===== src/rtl/fifo_pkg.sv =====
// Shared async-FIFO definitions: default pointer sizing and Gray/binary conversion helpers.
// Helpers work on a fixed maximum width; callers zero-extend and truncate to their own pointer width.
package fifo_pkg;

    localparam int FIFO_ADDR_WIDTH = 9;
    localparam int PTR_MAX_W       = 32;

    function automatic logic [PTR_MAX_W-1:0] bin2gray(input logic [PTR_MAX_W-1:0] b);
        return (b >> 1) ^ b;
    endfunction

    // Leading zeros of a zero-extended Gray code stay zero in binary, so one width serves all.
    function automatic logic [PTR_MAX_W-1:0] gray2bin(input logic [PTR_MAX_W-1:0] g);
        logic [PTR_MAX_W-1:0] b;
        b[PTR_MAX_W-1] = g[PTR_MAX_W-1];
        for (int i = PTR_MAX_W - 2; i >= 0; i--) begin
            b[i] = b[i+1] ^ g[i];
        end
        return b;
    endfunction

endpackage


===== src/rtl/sync_w2r_ah.sv =====
// Two-flop synchronizer carrying the Gray write pointer into the read clock domain.
module sync_w2r_ah #(
    parameter int WIDTH = 10
) (
    input  logic             rclk,
    input  logic             rrst,
    input  logic [WIDTH-1:0] wptr,
    output logic [WIDTH-1:0] rq2_wptr
);

    logic [WIDTH-1:0] rq1_wptr;

    always_ff @(posedge rclk or posedge rrst) begin
        if (rrst) begin
            rq1_wptr <= '0;
            rq2_wptr <= '0;
        end else begin
            rq1_wptr <= wptr;
            rq2_wptr <= rq1_wptr;
        end
    end

endmodule


===== src/rtl/fifo_rd_ctrl.sv =====
// Read-side controller of the async FIFO: read pointers, RAM read address,
// registered empty/almost-empty/fill-count flags and a sticky underflow flag.
module fifo_rd_ctrl
    import fifo_pkg::*;
#(
    parameter int ADDR_WIDTH    = FIFO_ADDR_WIDTH,
    parameter int AEMPTY_THRESH = 4
) (
    input  logic                  rclk,
    input  logic                  rrst,
    input  logic                  rinc,
    input  logic                  rclr_err,
    input  logic [ADDR_WIDTH:0]   wptr,
    output logic [ADDR_WIDTH-1:0] raddr,
    output logic [ADDR_WIDTH:0]   rptr,
    output logic                  rempty,
    output logic                  raempty,
    output logic [ADDR_WIDTH:0]   rcount,
    output logic                  runderflow
);

    localparam int            PW    = ADDR_WIDTH + 1;
    localparam logic [PW-1:0] AE_TH = PW'(AEMPTY_THRESH);

    logic [PW-1:0] rq2_wptr;
    logic [PW-1:0] rbin;
    logic [PW-1:0] rbinnext;
    logic [PW-1:0] rgraynext;
    logic [PW-1:0] wbin_sync;
    logic [PW-1:0] cnt_next;
    logic          rpop;

    sync_w2r_ah #(
        .WIDTH (PW)
    ) u_sync (
        .rclk     (rclk),
        .rrst     (rrst),
        .wptr     (wptr),
        .rq2_wptr (rq2_wptr)
    );

    // Fill count is taken against the post-pop pointer so flags track the edge that consumes data.
    always_comb begin
        rpop      = rinc & ~rempty;
        rbinnext  = rbin + PW'(rpop);
        rgraynext = PW'(bin2gray(PTR_MAX_W'(rbinnext)));
        wbin_sync = PW'(gray2bin(PTR_MAX_W'(rq2_wptr)));
        cnt_next  = wbin_sync - rbinnext;
    end

    always_ff @(posedge rclk or posedge rrst) begin
        if (rrst) begin
            rbin       <= '0;
            rptr       <= '0;
            rempty     <= 1'b1;
            raempty    <= 1'b1;
            rcount     <= '0;
            runderflow <= 1'b0;
        end else begin
            rbin    <= rbinnext;
            rptr    <= rgraynext;
            rempty  <= (rgraynext == rq2_wptr);
            rcount  <= cnt_next;
            raempty <= (cnt_next <= AE_TH);
            // A new underflow outranks a simultaneous clear.
            if (rinc && rempty) begin
                runderflow <= 1'b1;
            end else if (rclr_err) begin
                runderflow <= 1'b0;
            end
        end
    end

    assign raddr = rbin[ADDR_WIDTH-1:0];

endmodule


===== config.mk =====
export PLATFORM = sky130hd
export DESIGN_NAME = fifo_rd_ctrl
export DESIGN_NICKNAME = d
export VERILOG_FILES = /design/src/rtl/fifo_pkg.sv /design/src/rtl/sync_w2r_ah.sv /design/src/rtl/fifo_rd_ctrl.sv
export SDC_FILE = /design/constraint.sdc
export NUM_CORES = 1
export LEC_CHECK = 0
export ABC_CLOCK_PERIOD_IN_PS = 5000
export BUFFER_PORTS_ARGS = -buffer_cell sky130_fd_sc_hd__buf_2
export CORE_MARGIN = 1.5
export CORE_UTILIZATION = 54
export CTS_BUF_LIST = sky130_fd_sc_hd__clkbuf_16
export DETAILED_ROUTE_END_ITERATION = 8
export PLACE_DENSITY = 0.78
export SLEW_MARGIN = 10
export SYNTH_ARGS = -nofsm -noshare
export SYNTH_HDL_FRONTEND = slang
export SYNTH_SLANG_ARGS = --single-unit

===== constraint.sdc =====
create_clock -name rclk -period 5 [get_ports rclk]
set_input_delay 0 -clock rclk [delete_from_list [all_inputs] [get_ports rclk]]
set_output_delay 0 -clock rclk [all_outputs]
set_load 0.05 [all_outputs]

==> results.json, run 1 <==
{
  "cp-startpoint": "u_sync.rq2_wptr[9]",
  "path_cells": "xor2_2, xnor2_2, xor2_2, xor2_2, xnor2_2, xnor2_4, xnor2_1, ha_1, fa_1, nor2b_1, o21ai_0, a21boi_0, o21ai_0, or3b_2, a21oi_1, nor4b_1",
  "die_area_sq_mm": 0.00475,
  "path_depth": 16,
  "worst_slack_ns": 1.22,
  "maxSlewHeadroom": 0.329,
  "fin_crit_sh": 0.756,
  "grt_use_met1": 0.251,
  "drc": 0,
  "antenna_found_initial": 0,
  "finalSetupViolations": 0,
  "h-tree-depth": 2,
  "die_x_um": 68.9,
  "p_per_area_mw_per_mm2": 731,
  "crit_type": "flop to flop",
  "r2r_setup_slack_ns": 1.22,
  "dp_hpwl_um": 2860,
  "leakage_nw": 1.40,
  "peakVddDrop_mv": 0.422,
  "cp-start-kind": "flop",
  "yosysTopAreaCellShare": 0.533,
  "hold_class": "input pin to flop",
  "ys_seq_area_frac": 0.555,
  "status": "complete, no violations",
  "fin_nets": 281,
  "fin_area_sq_mm": 0.00291,
  "ys_ff_latch": 52,
  "area_growth_pct": 23.8,
  "rsz0062_at_grt": "false",
  "grt_max_degree": 53,
  "grtUsageMet3": 0.0519,
  "initial_core_util": 0.575,
  "routed_wl_um": 3920,
  "globalplace.congestion": 0.805,
  "diodes": 0,
  "gr-usage-all-layers": 0.193,
  "regArea_sq_mm": 0.00130,
  "grt_pass1_vias": 1436,
  "cts_tree": "done",
  "clk_latency_ns": 0.28,
  "syn_avg_cell_area_sq_um": 12.4,
  "yosys-top-cells-area": "dfrtp_1 53%, xnor2_1 7.8%, ha_1 5.9%",
  "r2r_end": "raempty",
  "worst_slew_pin_slew_ns": 1.00,
  "worst_hold_slack_ns": 0.248,
  "fp-row-count": 23,
  "endpoint_kind": "flop",
  "coreArea_sq_mm": 0.00409,
  "cts.sinks": 52,
  "wire_per_inst_um": 12.8,
  "fillerInstances": 301,
  "clk_pin_slew_ns": 0.06,
  "fin_crit_ns": 3.78,
  "yosysWarnings": 0,
  "clk_path_buf_depth": 2,
  "endpoint": "raempty",
  "vias_per_cell": 4.88,
  "maxSlewViolCount": 0,
  "clock.fmax_mhz": 265,
  "ctsRootBufferMaster": "clkbuf_16",
  "tns_ns": 0,
  "ios": 46,
  "die_h_um": 68.9,
  "post-place-ws_ns": 1.23,
  "met2_usage": 0.309,
  "first_pass_iters": 4,
  "crit_required_ns": 5.19,
  "rr_startpoint": "u_sync.rq2_wptr[9]",
  "portBuffers": 45,
  "crit_top_cell": "xor2_2",
  "cts-buffers-inserted": 5,
  "cp_slowest_cell": "or3b_2",
  "finClkSkew_ns": 0.00272,
  "critPathBufInv": 0,
  "final_hold_viol_count": 0,
  "slowest_delay_ns": 0.46,
  "netlist_area_sq_mm": 0.00235,
  "rr_worst_depth": 16,
  "grt-ovfl-total": 0,
  "synth_nets": 216,
  "syn_inst": 190,
  "via_count": 1494,
  "place_area_sq_mm": 0.00264,
  "multi_input_area_sq_um": 970,
  "arrival_ns": 3.97,
  "drtAntennaViolNets": 0,
  "drt_iter0_markers": 100,
  "critPathMaxFanout": 5,
  "drv_cap": 0,
  "synth_cell_types": 36,
  "synth_area_leader_cell": "dfrtp_1",
  "busiest_layer": "met2",
  "grt_pass1_wl_um": 6520,
  "drive_above_1_share": 0.250,
  "total_power_w": 0.00212,
  "cp_top_family": "XOR/XNOR gates"
}
==> worst register-to-register path, delay by kind of cell (launching register included) <==
| kind | cells | cell delay, ns |
|---|---|---|
| xor+xnor | 7 | 1.41 |
| simple gates | 3 | 0.76 |
| compound gates | 4 | 0.67 |
| fa+ha+maj | 2 | 0.43 |
| flops | 1 | 0.42 |
==> per-stage QoR <==
stage,std cells,util
6_report,306,0.711
5_1_grt,306,0.711
4_1_cts,306,0.711
3_5_place_dp,285,0.645
3_3_place_gp,285,0.645
2_1_floorplan,190,-
==> cell type report <==
cell class              count  share of cell area
clock buffers               5              0.0430
inverters                  20              0.0258
repair buffers             58               0.122
well taps                  50              0.0215
multi-input cells         118               0.334
clock inverters             3             0.00517
flip-flops and latches     52               0.449
==> registers in the layout, summed over array words and instances, names as in the netlist <==
register and count:
rptr 9, raempty 1, rbin 10, runderflow 1, rempty 1, u_sync.rq1_wptr 10
u_sync.rq2_wptr 10, rcount 10
==> cells by family after synthesis <==
group | synth area share
flops | 0.555
buf+inv | 0.0320
fa+ha+maj | 0.0671
mux | 0.00426
simple gates | 0.0831
compound gates | 0.0677
xor+xnor | 0.191
==> layer usage <==
metal	wire, um	vias up	part of all wire
li1	-	748	-
met1	1780	701	0.45
met2	1860	38	0.47
met3	196	7	0.050
met4	78	0	0.020
met5	0	-	0
==> worst min-delay path by stage <==
| stage | from | to | depth (start not counted) |
|---|---|---|---|
| floorplan | wptr[0] | u_sync.rq1_wptr[0] | 0 |
| global placement | wptr[6] | u_sync.rq1_wptr[6] | 1 |
| detailed placement | wptr[0] | u_sync.rq1_wptr[0] | 1 |
| CTS | rinc | rbin[0] | 3 |
| global route | rinc | rbin[0] | 3 |
| finish | rinc | rbin[0] | 3 |
==> power breakdown <==
group	switching (W)	leakage (nW)	internal, W
registers	0.0000557	0.617	0.000542
logic	0.000812	0.716	0.000397
clock network	0.000136	0.0687	0.000182
==> timing repair <==
| item | in CTS | in global routing |
|---|---|---|
| resized for setup | 0 | 0 |
| hold endpoints to repair | 24 | 0 |
| buffers inserted | 0 | 0 |
| hold buffers | 13 | 0 |
==> cell usage in the layout, fill, tap and decap left out, drive strengths merged, types with 5 or more instances in the layout <==
master / instances
dfrtp: 50
buf: 45
xnor2: 24
inv: 21
xor2: 19
nor2: 13
dlygate4sd3: 13
ha: 11
o21ai: 6
a21oi: 5
clkbuf: 5
==> synth_stat cells <==
master / number
nand4_1: 1
and3_1: 1
or3b_2: 1
nor3b_1: 1
dfstp_2: 2
nor2_1: 13
xor2_2: 5
nand2_1: 4
a2111o_1: 1
nor2b_1: 3
nand3_1: 4
xor2_1: 14
o21a_1: 3
a21boi_0: 2
nand2b_1: 1
mux2i_1: 1
o31ai_1: 1
and2_1: 4
a31o_2: 1
dfrtp_1: 50
xnor2_1: 21
inv_1: 20
a21o_1: 1
a211oi_1: 2
a21oi_1: 5
fa_1: 1
o21ai_0: 6
a221oi_1: 1
nor4_1: 2
ha_1: 11
nor3_1: 1
xnor2_2: 2
or3_1: 1
nor4b_1: 1
a22oi_1: 1
xnor2_4: 1
(Power assumes the default switching activity.)
==> run 2, diff against run 1 <==
--- a/config.mk
+++ b/config.mk
@@ -5,13 +5,14 @@
 export SDC_FILE = /design/constraint.sdc
 export NUM_CORES = 1
 export LEC_CHECK = 0
-export ABC_CLOCK_PERIOD_IN_PS = 5000
+export ABC_AREA = 1
+export ABC_CLOCK_PERIOD_IN_PS = 3500
 export BUFFER_PORTS_ARGS = -buffer_cell sky130_fd_sc_hd__buf_2
 export CORE_MARGIN = 1.5
-export CORE_UTILIZATION = 54
+export CORE_UTILIZATION = 55
 export CTS_BUF_LIST = sky130_fd_sc_hd__clkbuf_16
 export DETAILED_ROUTE_END_ITERATION = 8
-export PLACE_DENSITY = 0.78
+export PLACE_DENSITY = 0.79
 export SLEW_MARGIN = 10
 export SYNTH_ARGS = -nofsm -noshare
 export SYNTH_HDL_FRONTEND = slang
==> constraint.sdc (replaced) <==
create_clock -name rclk -period 3.5 [get_ports rclk]
set_input_delay 0 -clock rclk [delete_from_list [all_inputs] [get_ports rclk]]
set_output_delay 0 -clock rclk [all_outputs]
set_load 0.05 [all_outputs]
==> results.json, run 2 <==
{
  "portBuffers": 45,
  "cts_tree": "done",
  "multi_input_area_sq_mm": 0.00115,
  "yosys-top-cells-area": "dfrtp_1 50%, nand2_1 6.6%, inv_1 5.9%",
  "crit_required_ns": 3.72,
  "crit_top_cell": "nand2_2",
  "ios": 46,
  "regArea_sq_mm": 0.00131,
  "violations": "hold timing",
  "synth_ff_type": "dfrtp_1",
  "routed-wl-met3_um": 238,
  "finClkSkew_ns": 0.00538,
  "netlist_area_sq_mm": 0.00250,
  "drt_iter0_markers": 100,
  "ctsRootBufferMaster": "clkbuf_16",
  "synth_cell_types": 29,
  "globalplace.congestion": 0.781,
  "wl_met2_um": 2460,
  "finalSetupViolations": 0,
  "synthArstFlopShare": 1.00,
  "routed_wl_um": 5060,
  "fin_crit_ns": 3.32,
  "cp-start-kind": "flop",
  "ys_ff_latch": 52,
  "dp_hpwl_um": 3350,
  "yosysTopAreaCellShare": 0.500,
  "layout_common_cells": "48 x dfrtp_1, 45 x buf_2, 42 x nand2_1, 37 x inv_1, 15 x xor2_1",
  "first_pass_iters": 4,
  "fin_cells": 376,
  "fp-row-count": 24,
  "initial_core_util": 0.575,
  "routed.top_layer": "met4",
  "placed_cells": 354,
  "grt_max_degree": 53,
  "die_area_sq_mm": 0.00496,
  "yosysMostFrequentCell": "dfrtp_1",
  "diodes": 0,
  "synthTopCellsByCount": "50 x dfrtp_1, 44 x nand2_1, 39 x inv_1, 19 x nand3_1, 15 x xor2_1",
  "total_power_w": 0.00329,
  "final_hold_viol_count": 50,
  "die_x_um": 70.5,
  "maxSlewHeadroom": 0.329,
  "drv_cap": 0,
  "fin_crit_sh": 0.950,
  "clk_path_buf_depth": 2,
  "leakage_nw": 1.64,
  "slowest_delay_ns": 0.42,
  "fin_util": 0.730,
  "grt-ovfl-total": 0,
  "cts-buffers-inserted": 5,
  "synth_nets": 283,
  "cts.sinks": 52,
  "grt_pass1_wl_um": 8090,
  "antenna_found_initial": 0,
  "grt_pass1_vias": 1830,
  "drtAntennaViolNets": 0,
  "status": "complete, but fails checks",
  "h-tree-depth": 2,
  "arrival_ns": 3.55,
  "clk_latency_ns": 0.28,
  "clk_pin_slew_ns": 0.06,
  "clock.fmax_mhz": 301,
  "crit_type": "flop to flop",
  "tns_ns": 0,
  "cp_slowest_cell": "dfrtp_2",
  "vias_per_cell": 5.15,
  "area_growth_pct": 27.0,
  "peakVddDrop_mv": 0.677,
  "drc": 0,
  "via_count": 1938,
  "worst_slew_pin_slew_ns": 1.01,
  "wl_met1_um": 2240,
  "critPathMaxFanout": 4,
  "yosysWarnings": 0,
  "syn_inst": 257,
  "hold_class": "input pin to asynchronous set/reset pin",
  "p_per_area_mw_per_mm2": 1030,
  "syn_avg_cell_area_sq_um": 9.74,
  "fillerInstances": 305,
  "drive_above_1_share": 0.318,
  "fin_nets": 350,
  "synth_area_leader_cell": "dfrtp_1",
  "maxSlewViolCount": 0,
  "coreArea_sq_mm": 0.00435,
  "worst_hold_slack_ns": -0.0428,
  "ys_seq_area_frac": 0.521,
  "gr-usage-all-layers": 0.207,
  "wire_per_inst_um": 13.5,
  "die_h_um": 70.5,
  "synth_edf_count": 0,
  "mostFrequentLayoutCell": "dfrtp_1",
  "endpoint_kind": "flop"
}
==> run 2: area by class of cell <==
cell class,instances,share of cell area
timing repair buffer,60,0.116
tap,52,0.0205
clock buffer,5,0.0394
sequential,52,0.411
multi-input combinational,163,0.361
inverter,42,0.0496
clock inverter,2,0.00276
==> run 2: kinds of logic (layout without fill, tap and decap cells) <==
group,Yosys count,in the layout,synth area share
DFF,52,52,0.521
AOI/OAI and AO/OA,24,24,0.0565
adders and majority gates,12,12,0.0630
xor gates and xnor gates,21,21,0.0795
and+or+nand+nor,106,106,0.217
buffers and inverters,42,109,0.0630
==> run 2: routing by layer <==
layer  global-route usage  up-vias
met4               0.0513        0
met3               0.0462       14
li1                     -      948
met5                    0        -
met1                0.280      913
met2                0.342       63
==> run 2: worst max-delay path, delay by kind of cell (launching register included) <==
kind,cells,cell delay [ns]
simple gates,19,1.78
flops,1,0.42
buf+inv,1,0.06
fa+ha+maj,2,0.60
xor+xnor,1,0.14
compound gates,2,0.25
==> run 2: report_power, final <==
part | internal (W) | total (W) | switching (W)
sequential | 0.000794 | 0.000885 | 0.0000914
combinational | 0.000558 | 0.00195 | 0.00140
clock | 0.000257 | 0.000447 | 0.000191
total | 0.00161 | 0.00329 | 0.00168
==> run 2: worst paths after layout <==
check / from / endpoint / slack [ns] / cells past startpoint
max in group asynchronous: rrst / u_sync.rq2_wptr[7] / 2.85 / 2
min in group rclk: rinc / rbin[0] / 0.24 / 4
hold reg to reg: u_sync.rq1_wptr[4] / u_sync.rq2_wptr[4] / 0.35 / 0
setup / recovery: u_sync.rq2_wptr[9] / raempty / 0.18 / 25
setup reg to reg: u_sync.rq2_wptr[9] / raempty / 0.18 / 25
hold / removal: rrst / u_sync.rq1_wptr[2] / -0.04 / 2
==> run 2: metrics by stage <==
step	hold WS [ns]	setup WS (ns)	instance area [sq um]
floorplan	0.0314	0.426	2500
CTS	0.00128	0.0275	3050
detailed placement	0.109	0.103	2790
global placement	0.107	0.222	2790
global route	0.0647	-0.155	3180
finish	-0.0428	0.176	3180
==> run 2: repair_timing <==
item	in CTS	in global routing
endpoints found under the setup margin	0	3
hold buffers	12	0
endpoints found under the hold margin	11	0
gates resized for setup	0	25
buffers inserted	0	3
==> run 3, diff against run 2 <==
--- a/config.mk
+++ b/config.mk
@@ -9,10 +9,11 @@
 export ABC_CLOCK_PERIOD_IN_PS = 3500
 export BUFFER_PORTS_ARGS = -buffer_cell sky130_fd_sc_hd__buf_2
 export CORE_MARGIN = 1.5
-export CORE_UTILIZATION = 55
-export CTS_BUF_LIST = sky130_fd_sc_hd__clkbuf_16
+export CORE_UTILIZATION = 57
+export CTS_BUF_LIST = sky130_fd_sc_hd__clkbuf_2 sky130_fd_sc_hd__clkbuf_4 sky130_fd_sc_hd__clkbuf_8
 export DETAILED_ROUTE_END_ITERATION = 8
-export PLACE_DENSITY = 0.79
+export GPL_ROUTABILITY_DRIVEN = 0
+export PLACE_DENSITY = 0.81
 export SLEW_MARGIN = 10
 export SYNTH_ARGS = -nofsm -noshare
 export SYNTH_HDL_FRONTEND = slang
==> results.json, run 3 (same netlist as run 2, synthesis figures left out) <==
{
  "routed.top_layer": "met4",
  "grt_max_degree": 53,
  "drc": 0,
  "worst_hold_slack_ns": 0.162,
  "cp-startpoint": "u_sync.rq2_wptr[9]",
  "coreArea_sq_mm": 0.00412,
  "diodes": 0,
  "regArea_sq_mm": 0.00130,
  "cp-start-kind": "flop",
  "fillerInstances": 297,
  "finClkSkew_ns": 0.00373,
  "area_growth_pct": 22.0,
  "status": "complete, no violations",
  "clock.fmax_mhz": 302,
  "h-tree-depth": 2,
  "fin_util": 0.742,
  "finalSetupViolations": 0,
  "gr-usage-all-layers": 0.214,
  "wl_met2_um": 2390,
  "drtAntennaViolNets": 0,
  "crit_type": "flop to flop",
  "hold_class": "input pin to flop",
  "final_hold_viol_count": 0,
  "drv_cap": 0,
  "ctsRootBufferMaster": "clkbuf_8",
  "rr_startpoint": "u_sync.rq2_wptr[9]",
  "crit_required_ns": 3.74,
  "cts_tree": "done",
  "dp_hpwl_um": 3510,
  "portBuffers": 45,
  "cts.sinks": 52,
  "wire_per_inst_um": 13.0,
  "clk_pin_slew_ns": 0.08,
  "drive_above_1_share": 0.293,
  "fin_crit_sh": 0.947,
  "endpoint_kind": "flop",
  "maxSlewHeadroom": 0.322,
  "routed-wl-met3_um": 191,
  "clk_path_buf_depth": 2,
  "maxSlewViolCount": 0,
  "fp-row-count": 23,
  "die_x_um": 69.3,
  "grt_pass1_vias": 1895,
  "wl_met1_um": 2170,
  "first_pass_iters": 4,
  "critPathMaxFanout": 4,
  "initial_core_util": 0.608,
  "worst_slew_pin_slew_ns": 1.02,
  "clk_latency_ns": 0.30,
  "fin_crit_ns": 3.32,
  "antenna_found_initial": 0,
  "r2r_setup_slack_ns": 0.18,
  "die_area_sq_mm": 0.00480,
  "vias_per_cell": 5.17,
  "layout_common_cells": "50 x dfrtp_1, 45 x buf_2, 44 x nand2_1, 37 x inv_1, 17 x nand3_1",
  "via_count": 1934,
  "die_h_um": 69.3,
  "mostFrequentLayoutCell": "dfrtp_1",
  "worst_slack_ns": 0.184,
  "fin_nets": 349,
  "cts-buffers-inserted": 5,
  "routed_wl_um": 4870,
  "arrival_ns": 3.56,
  "grt_pass1_wl_um": 8150,
  "min_from": "rinc",
  "grt-ovfl-total": 0,
  "post-place-ws_ns": 0.0306,
  "multi_input_area_sq_mm": 0.00107,
  "ios": 46,
  "drt_iter0_markers": 113
}
==> run 3: cell count changes in the layout (fill, tap and decap cells not counted), moves of 3 or more <==
cell	delta
clkbuf_8	+6
clkbuf_16	-5
nand2_4	-4
nand3_4	-4
nand3_1	+3
==> run 3: cell type report <==
| type | count | share of cell area |
|---|---|---|
| inverters | 42 | 0.0517 |
| well taps | 50 | 0.0205 |
| repair buffers | 59 | 0.119 |
| multi-input cells | 163 | 0.350 |
| clock buffers | 8 | 0.0320 |
| flip-flops and latches | 52 | 0.427 |
==> run 3: worst paths after layout <==
check | cells past startpoint | end
setup reg to reg | 23 | raempty
setup / recovery | 23 | raempty
max in group asynchronous | 3 | u_sync.rq1_wptr[9]
hold reg to reg | 0 | u_sync.rq2_wptr[5]
min in group asynchronous | 3 | u_sync.rq1_wptr[1]
hold / removal | 4 | rbin[0]
==> run 3: timing repair <==
action                                  4_1_cts  5_1_grt
buffers inserted                              0        1
hold endpoints to repair                     61        0
resized for setup                             1        7
hold buffers                                 13        0
endpoints found under the setup margin        1        2
pin swaps                                     0        3
==> run 3: stage by stage <==
stage / cell area, sq um / setup TNS [ns] / cells
after floorplan: 2500 / 0 / 257
after global placement: 2790 / 0 / 352
after detailed placement: 2790 / 0 / 352
after CTS: 3020 / 0 / 373
after global routing: 3050 / -0.0335 / 374
final: 3050 / 0 / 374
==> run 3: worst max-delay path, stage by stage (launching register included) <==
cell and delay [ns]:
dfrtp_1 0.42, inv_1 0.09, nand2_1 0.10, nand3_2 0.10, nand3_1 0.13, nand3_2 0.12, nand2_2 0.12, nand2_2 0.09
nand2_2 0.09, nand2_2 0.07, nand3_2 0.09, nand3_1 0.10, nand3b_1 0.11, nand2_1 0.07, ha_2 0.22, fa_2 0.42
o21ai_4 0.17, a21oi_1 0.09, nor2_1 0.10, nor2_1 0.07, xnor2_1 0.15, nor3_1 0.17, nand3_1 0.09, nor2_1 0.10
==> run 3: routing by layer <==
layer | GRT usage | vias up
li1 | - | 947
met5 | 0 | -
met1 | 0.274 | 922
met3 | 0.0334 | 11
met2 | 0.354 | 54
met4 | 0.107 | 0
Power of run 3 is not shown: default switching activity piles up to over one toggle a cycle in this logic, so the estimate is an artifact.
